<file path="config.mk">
export PLATFORM = sky130hd
export DESIGN_NAME = rgb_pwm_driver
export DESIGN_NICKNAME = d
export VERILOG_FILES = /design/src/rtl/rgb_pkg.sv /design/src/rtl/rgb_pwm_channel.sv /design/src/rtl/rgb_pwm_driver.sv
export SDC_FILE = /design/constraint.sdc
export NUM_CORES = 1
export LEC_CHECK = 0
export ABC_AREA = 1
export CORE_MARGIN = 5
export CORE_UTILIZATION = 50
export CTS_CLUSTER_DIAMETER = 100
export CTS_CLUSTER_SIZE = 40
export DETAILED_ROUTE_END_ITERATION = 8
export GPL_ROUTABILITY_DRIVEN = 0
export PLACE_DENSITY = 0.72
export REMOVE_ABC_BUFFERS = 1
export SLEW_MARGIN = 20
export SYNTH_ARGS = -nofsm -noshare
export SYNTH_HDL_FRONTEND = slang
export SYNTH_SLANG_ARGS = --single-unit
</file>
<file path="constraint.sdc">
create_clock -name clk -period 1.94 [get_ports clk]
set_clock_uncertainty 0.1 [all_clocks]
set_input_delay 0.388 -clock clk [delete_from_list [all_inputs] [get_ports clk]]
set_output_delay 0.388 -clock clk [all_outputs]
set_load 0.03 [all_outputs]
</file>
<file path="src/rtl/rgb_pkg.sv">
// Shared types and constants for the RGB PWM output stage.
//   rgb_state_e  : fade controller states (IDLE, FADE)
//   rgb_color_t  : packed r/g/b colour payload at the default duty width
//   RGB_PWM_BITS : default duty / PWM counter width
//   RGB_NUM_CH   : number of colour channels driven
package rgb_pkg;

  localparam int unsigned RGB_PWM_BITS = 8;
  localparam int unsigned RGB_NUM_CH   = 3;

  typedef enum logic {
    IDLE = 1'b0,
    FADE = 1'b1
  } rgb_state_e;

  typedef struct packed {
    logic [RGB_PWM_BITS-1:0] r;
    logic [RGB_PWM_BITS-1:0] g;
    logic [RGB_PWM_BITS-1:0] b;
  } rgb_color_t;

endpackage : rgb_pkg

</file>
<file path="src/rtl/rgb_pwm_channel.sv">
// One PWM output channel: period-aligned shadow duty, compare against the
// shared PWM counter, registered active-low LED pin.
// Ports:
//   clk, rst_n     : clock, synchronous active-low reset
//   pwm_cnt_i      : shared free-running PWM counter
//   period_end_i   : high in the last count of each PWM period
//   duty_i         : current duty from the fade / command logic
//   pin_o          : LED pin, 0 = lit (registered)
module rgb_pwm_channel
  import rgb_pkg::*;
#(
  parameter int unsigned PWM_BITS = RGB_PWM_BITS
) (
  input  logic                clk,
  input  logic                rst_n,
  input  logic [PWM_BITS-1:0] pwm_cnt_i,
  input  logic                period_end_i,
  input  logic [PWM_BITS-1:0] duty_i,
  output logic                pin_o
);

  logic [PWM_BITS-1:0] shadow_q;
  logic                pin_q;

  // Shadow only updates at the period boundary so a period is never split
  // between two duties; the pin is lit while the counter is below the shadow.
  always_ff @(posedge clk) begin
    if (!rst_n) begin
      shadow_q <= '0;
      pin_q    <= 1'b1;
    end else begin
      if (period_end_i) begin
        shadow_q <= duty_i;
      end
      pin_q <= ~(pwm_cnt_i < shadow_q);
    end
  end

  assign pin_o = pin_q;

endmodule : rgb_pwm_channel

</file>
<file path="src/rtl/rgb_pwm_driver.sv">
// RGB LED output stage: accepts colour commands over valid/ready, optionally
// ramps each channel's duty one step per STEP_INTERVAL clocks toward the
// command, and drives three active-low PWM LED pins.
// Build option: define RGB_FADE_EN to enable the linear fade (FADE state and
// step counter); without it a command loads the duties directly and
// color_ready stays high after reset.
// Ports:
//   clk, rst_n               : clock, synchronous active-low reset
//   color_valid, color_ready : command handshake (color_ready registered)
//   color_r/g/b              : target duties
//   RGB_R/G/B                : LED pins, 0 = lit (registered)
module rgb_pwm_driver
  import rgb_pkg::*;
#(
  parameter int unsigned PWM_BITS      = RGB_PWM_BITS,
  parameter int unsigned STEP_INTERVAL = 2000
) (
  input  logic                clk,
  input  logic                rst_n,
  input  logic                color_valid,
  output logic                color_ready,
  input  logic [PWM_BITS-1:0] color_r,
  input  logic [PWM_BITS-1:0] color_g,
  input  logic [PWM_BITS-1:0] color_b,
  output logic                RGB_R,
  output logic                RGB_G,
  output logic                RGB_B
);

  localparam int unsigned NCH = RGB_NUM_CH;

  logic [PWM_BITS-1:0]           pwm_cnt_q;
  logic                          period_end_c;
  logic [NCH-1:0][PWM_BITS-1:0]  cmd_c;
  logic [NCH-1:0][PWM_BITS-1:0]  cur_q;
  logic [NCH-1:0][PWM_BITS-1:0]  cur_d;
  logic                          ready_q;
  logic                          ready_d;
  logic                          accept_c;
  logic [NCH-1:0]                ch_pin;

  // Channel index 0 = red, 1 = green, 2 = blue.
  assign cmd_c        = {color_b, color_g, color_r};
  assign accept_c     = color_valid && ready_q;
  assign period_end_c = (pwm_cnt_q == '1);
  assign color_ready  = ready_q;

  // Free-running PWM period counter shared by all channels.
  always_ff @(posedge clk) begin
    if (!rst_n) begin
      pwm_cnt_q <= '0;
    end else begin
      pwm_cnt_q <= pwm_cnt_q + PWM_BITS'(1);
    end
  end

`ifdef RGB_FADE_EN

  localparam int unsigned STEP_W = (STEP_INTERVAL > 1) ? $clog2(STEP_INTERVAL) : 1;
  localparam logic [STEP_W-1:0] STEP_LAST = STEP_W'(STEP_INTERVAL - 1);

  rgb_state_e                    state_q;
  rgb_state_e                    state_d;
  logic [STEP_W-1:0]             step_cnt_q;
  logic [STEP_W-1:0]             step_cnt_d;
  logic [NCH-1:0][PWM_BITS-1:0]  tgt_q;
  logic [NCH-1:0][PWM_BITS-1:0]  tgt_d;
  logic                          step_c;

  // State, step counter, target and current duty registers.
  always_ff @(posedge clk) begin
    if (!rst_n) begin
      state_q    <= IDLE;
      step_cnt_q <= '0;
      tgt_q      <= '0;
      cur_q      <= '0;
      ready_q    <= 1'b0;
    end else begin
      state_q    <= state_d;
      step_cnt_q <= step_cnt_d;
      tgt_q      <= tgt_d;
      cur_q      <= cur_d;
      ready_q    <= ready_d;
    end
  end

  // Handshake, fade sequencing and per-channel one-step ramp.
  always_comb begin
    state_d    = state_q;
    step_cnt_d = step_cnt_q;
    tgt_d      = tgt_q;
    cur_d      = cur_q;
    step_c     = 1'b0;

    case (state_q)
      IDLE: begin
        if (accept_c) begin
          tgt_d      = cmd_c;
          step_cnt_d = '0;
          if (cmd_c != cur_q) begin
            state_d = FADE;
          end
        end
      end
      FADE: begin
        if (cur_q == tgt_q) begin
          state_d = IDLE;
        end else if (step_cnt_q == STEP_LAST) begin
          step_cnt_d = '0;
          step_c     = 1'b1;
        end else begin
          step_cnt_d = step_cnt_q + STEP_W'(1);
        end
      end
      default: state_d = IDLE;
    endcase

    // Move by one toward target; a channel at its target holds, so no
    // overshoot or wrap is possible.
    if (step_c) begin
      for (int ch = 0; ch < int'(NCH); ch++) begin
        if (cur_q[ch] < tgt_q[ch]) begin
          cur_d[ch] = cur_q[ch] + PWM_BITS'(1);
        end else if (cur_q[ch] > tgt_q[ch]) begin
          cur_d[ch] = cur_q[ch] - PWM_BITS'(1);
        end
      end
    end

    ready_d = (state_d == IDLE);
  end

`else

  // Ramp interval has no meaning without fading; a zero value still shows up
  // as a marker scope in the elaborated hierarchy.
  if (STEP_INTERVAL == 0) begin : g_step_interval_zero
  end

  // Current duty and ready registers.
  always_ff @(posedge clk) begin
    if (!rst_n) begin
      cur_q   <= '0;
      ready_q <= 1'b0;
    end else begin
      cur_q   <= cur_d;
      ready_q <= ready_d;
    end
  end

  // A command loads the duties directly; ready stays high after reset.
  always_comb begin
    cur_d   = cur_q;
    ready_d = 1'b1;
    if (accept_c) begin
      cur_d = cmd_c;
    end
  end

`endif

  for (genvar ch = 0; ch < int'(NCH); ch++) begin : g_ch
    rgb_pwm_channel #(
      .PWM_BITS (PWM_BITS)
    ) u_ch (
      .clk          (clk),
      .rst_n        (rst_n),
      .pwm_cnt_i    (pwm_cnt_q),
      .period_end_i (period_end_c),
      .duty_i       (cur_q[ch]),
      .pin_o        (ch_pin[ch])
    );
  end

  assign RGB_R = ch_pin[0];
  assign RGB_G = ch_pin[1];
  assign RGB_B = ch_pin[2];

endmodule : rgb_pwm_driver
</file>
==> results.ini <==
[status]
status=complete, no violations

[setup_path]
required_ps=1450
critical_path_class=flip-flop to output pin
crit_cells=1
slowest_delay_ps=670
cp.arrival_ps=1340
path_cells=clkdlybuf4s50_1
critical-path-slowest-cell=clkdlybuf4s50_1
crit_path_max_fanout=1
critical_path_buf_inv_count=1
path_delay_family=buffers and inverters
critPathLaunchType=flip-flop
end_kind=output pin
reg2regPathDepth=6

[timing]
hold_viol=0
min_period_over_period_pct=94.2
rsz0062_at_grt=no
setup_violations=0
holdWs_ps=361
clock.fmax_ghz=0.547
slew_violations=0
layout_min_cycle_time_ps=1830
worstMarginPinSlew_ps=498
fin_tns_setup_ps=0
slew_headroom_pct=66.7

[global_routing]
grt_busiest_layer=met2
grtUsageMet2_pct=27.2
grt_max_degree=29
use_met3_pct=5.20
antenna_found_initial=0
grt_pass1_wl_mm=9.78
grt_pass1_vias=2176
overflow=0
grt_use_met1_pct=21.6
grt_usage_pct=17.0

[cells_and_area]
antenna_cells=0
stdcell_count=474
nFillCells=497
area_growth_pct=21.8
fin_nets=446
drive_gt1_share_pct=8.71

[synth]
synth_warnings=0
synth_edf_count=0
ys_ff_latch=60
netlist_area_um2=2760
synth_flop_cell=dfxtp_1
synth_seq_area_share_pct=43.5
synthCells=362
synth_top_family_by_area=simple AND/OR/NAND/NOR gates
synthMuxAreaShare_pct=0
syn_area_per_cell_um2=7.63
yosys-top-cells-area=dfxtp_1 (43%), ha_1 (10%), nand2_1 (9.4%)
synthAdderAreaFrac_pct=9.97
synth_xor_area_share_pct=0.317
yosys.area_share.simple_pct=26.1
async_reset_ff_share_pct=0
synth_area_leader_cell=dfxtp_1
synth.distinct_cells=25
synth_compound_area_share_pct=11.1
synth.top_cell.area_share_pct=43.5

[floorplanning]
dieWidth_um=84.3
fp.dieArea_um2=7110
die_h_um=84.3
start_util_pct=50.8
io_pins=31
rows=27
coreArea_um2=5440

[routing]
drtIter0Drc=140
wirelength_mm=5.46
drc=0
detail_route.wl_per_cell_um=11.5
first_pass_iters=4
viasPerCell=4.89
vias=2318
antenna_left=0

[pwr]
p_total_uw=2920
ir_drop_mv=0.658
cellPowerDensity_nw_per_um2=869
leakage_uw=0.00141

[placement]
io_buffers=30
place.detailed.hpwl_mm=3.83
place_inst=458

[clock_network]
cts_hold_buf=0
cts_setup_buffers=0
cts.repair.resized=0
cts_tree=built
clock_latency_ps=340
cts.sinks=60
cts_root_buffer=clkbuf_8
htree_levels=3
cts_buffers=9
cts.path.max_buffers=2
clk_pin_slew_ps=60

[worst_hold_path]
hold_depth=2
min_path_type=flip-flop to flip-flop

[job]
cap_violations=0

[cell families (layout without fill, tap and decap cells)]
logic type / after synthesis / in the layout
adders and majority gates: 22 / 22
buffers and inverters: 53 / 93
AOI/OAI and AO/OA: 60 / 60
xor gates and xnor gates: 1 / 1
DFF: 60 / 60
and+or+nand+nor: 166 / 166
[where the power goes]
part           internal (uW)  switching [uW]  total [uW]
clock network            922             476        1400
logic                    110             112         222
registers               1280            26.6        1300
total                   2310             615        2920
[layer usage]
metal,up-vias,wire [um]
li1,1233,-
met4,0,101
met1,1042,2590
met5,-,0
met2,32,2530
met3,11,233
[placed cells by master, fill, tap and decap left out, types with 4 or more instances in the layout]
cell type	netlist	layout
nand3_1	23	23
clkbuf_8	0	11
clkdlybuf4s50_1	0	30
nand4_1	4	4
nand2_1	69	69
inv_1	37	37
a21oi_1	32	32
o21ai_0	25	25
dfxtp_1	60	60
buf_4	0	9
ha_1	22	22
nor2_1	60	60
[final cells by class]
type / count / area [um2] / share of cell area (%)
Tap cell: 72 / 90.1 / 2.68
Clock inverter: 4 / 95.1 / 2.83
Inverter: 38 / 143 / 4.24
Timing Repair Buffer: 39 / 368 / 10.9
Multi-Input combinational cell: 249 / 1310 / 39.0
Clock buffer: 12 / 155 / 4.61
Sequential cell: 60 / 1200 / 35.7
[final timing paths]
check	from	endpoint	slack, ps
worst max-delay path	g_ch[0].u_ch.pin_o	RGB_R	110
worst min-delay path	g_ch[1].u_ch.shadow_q[4]	g_ch[1].u_ch.shadow_q[4]	360
worst max register to register	pwm_cnt_q[1]	g_ch[1].u_ch.shadow_q[2]	260
worst min register to register	g_ch[1].u_ch.shadow_q[4]	g_ch[1].u_ch.shadow_q[4]	360
[synth_stat cells (2+ instances only)]
| cell type | count |
|---|---|
| nand2_1 | 69 |
| dfxtp_1 | 60 |
| nor2_1 | 60 |
| inv_1 | 37 |
| a21oi_1 | 32 |
| o21ai_0 | 25 |
| nand3_1 | 23 |
| ha_1 | 22 |
| buf_6 | 6 |
| clkbuf_1 | 5 |
| nand4_1 | 4 |
| nand2_2 | 3 |
| nand3_2 | 3 |
| buf_2 | 2 |
[through the flow]
step / utilization, % / worst slack, ps / cell area [um2]
global placement: 57.3 / 73.0 / 3110
CTS: 61.9 / 94.1 / 3360
finish: 61.9 / 113 / 3360
detailed placement: 57.3 / 15.7 / 3110
floorplan: - / 315 / 2660
global route: 61.9 / 41.7 / 3360
[sequential cells by signal, summed over array words and instances, names as in the netlist]
signal and count:
cur_q 24, g_ch.u_ch.shadow_q 24, pwm_cnt_q 8, g_ch.u_ch.pin_o 3, color_ready 1
(Power assumes the default switching activity.)
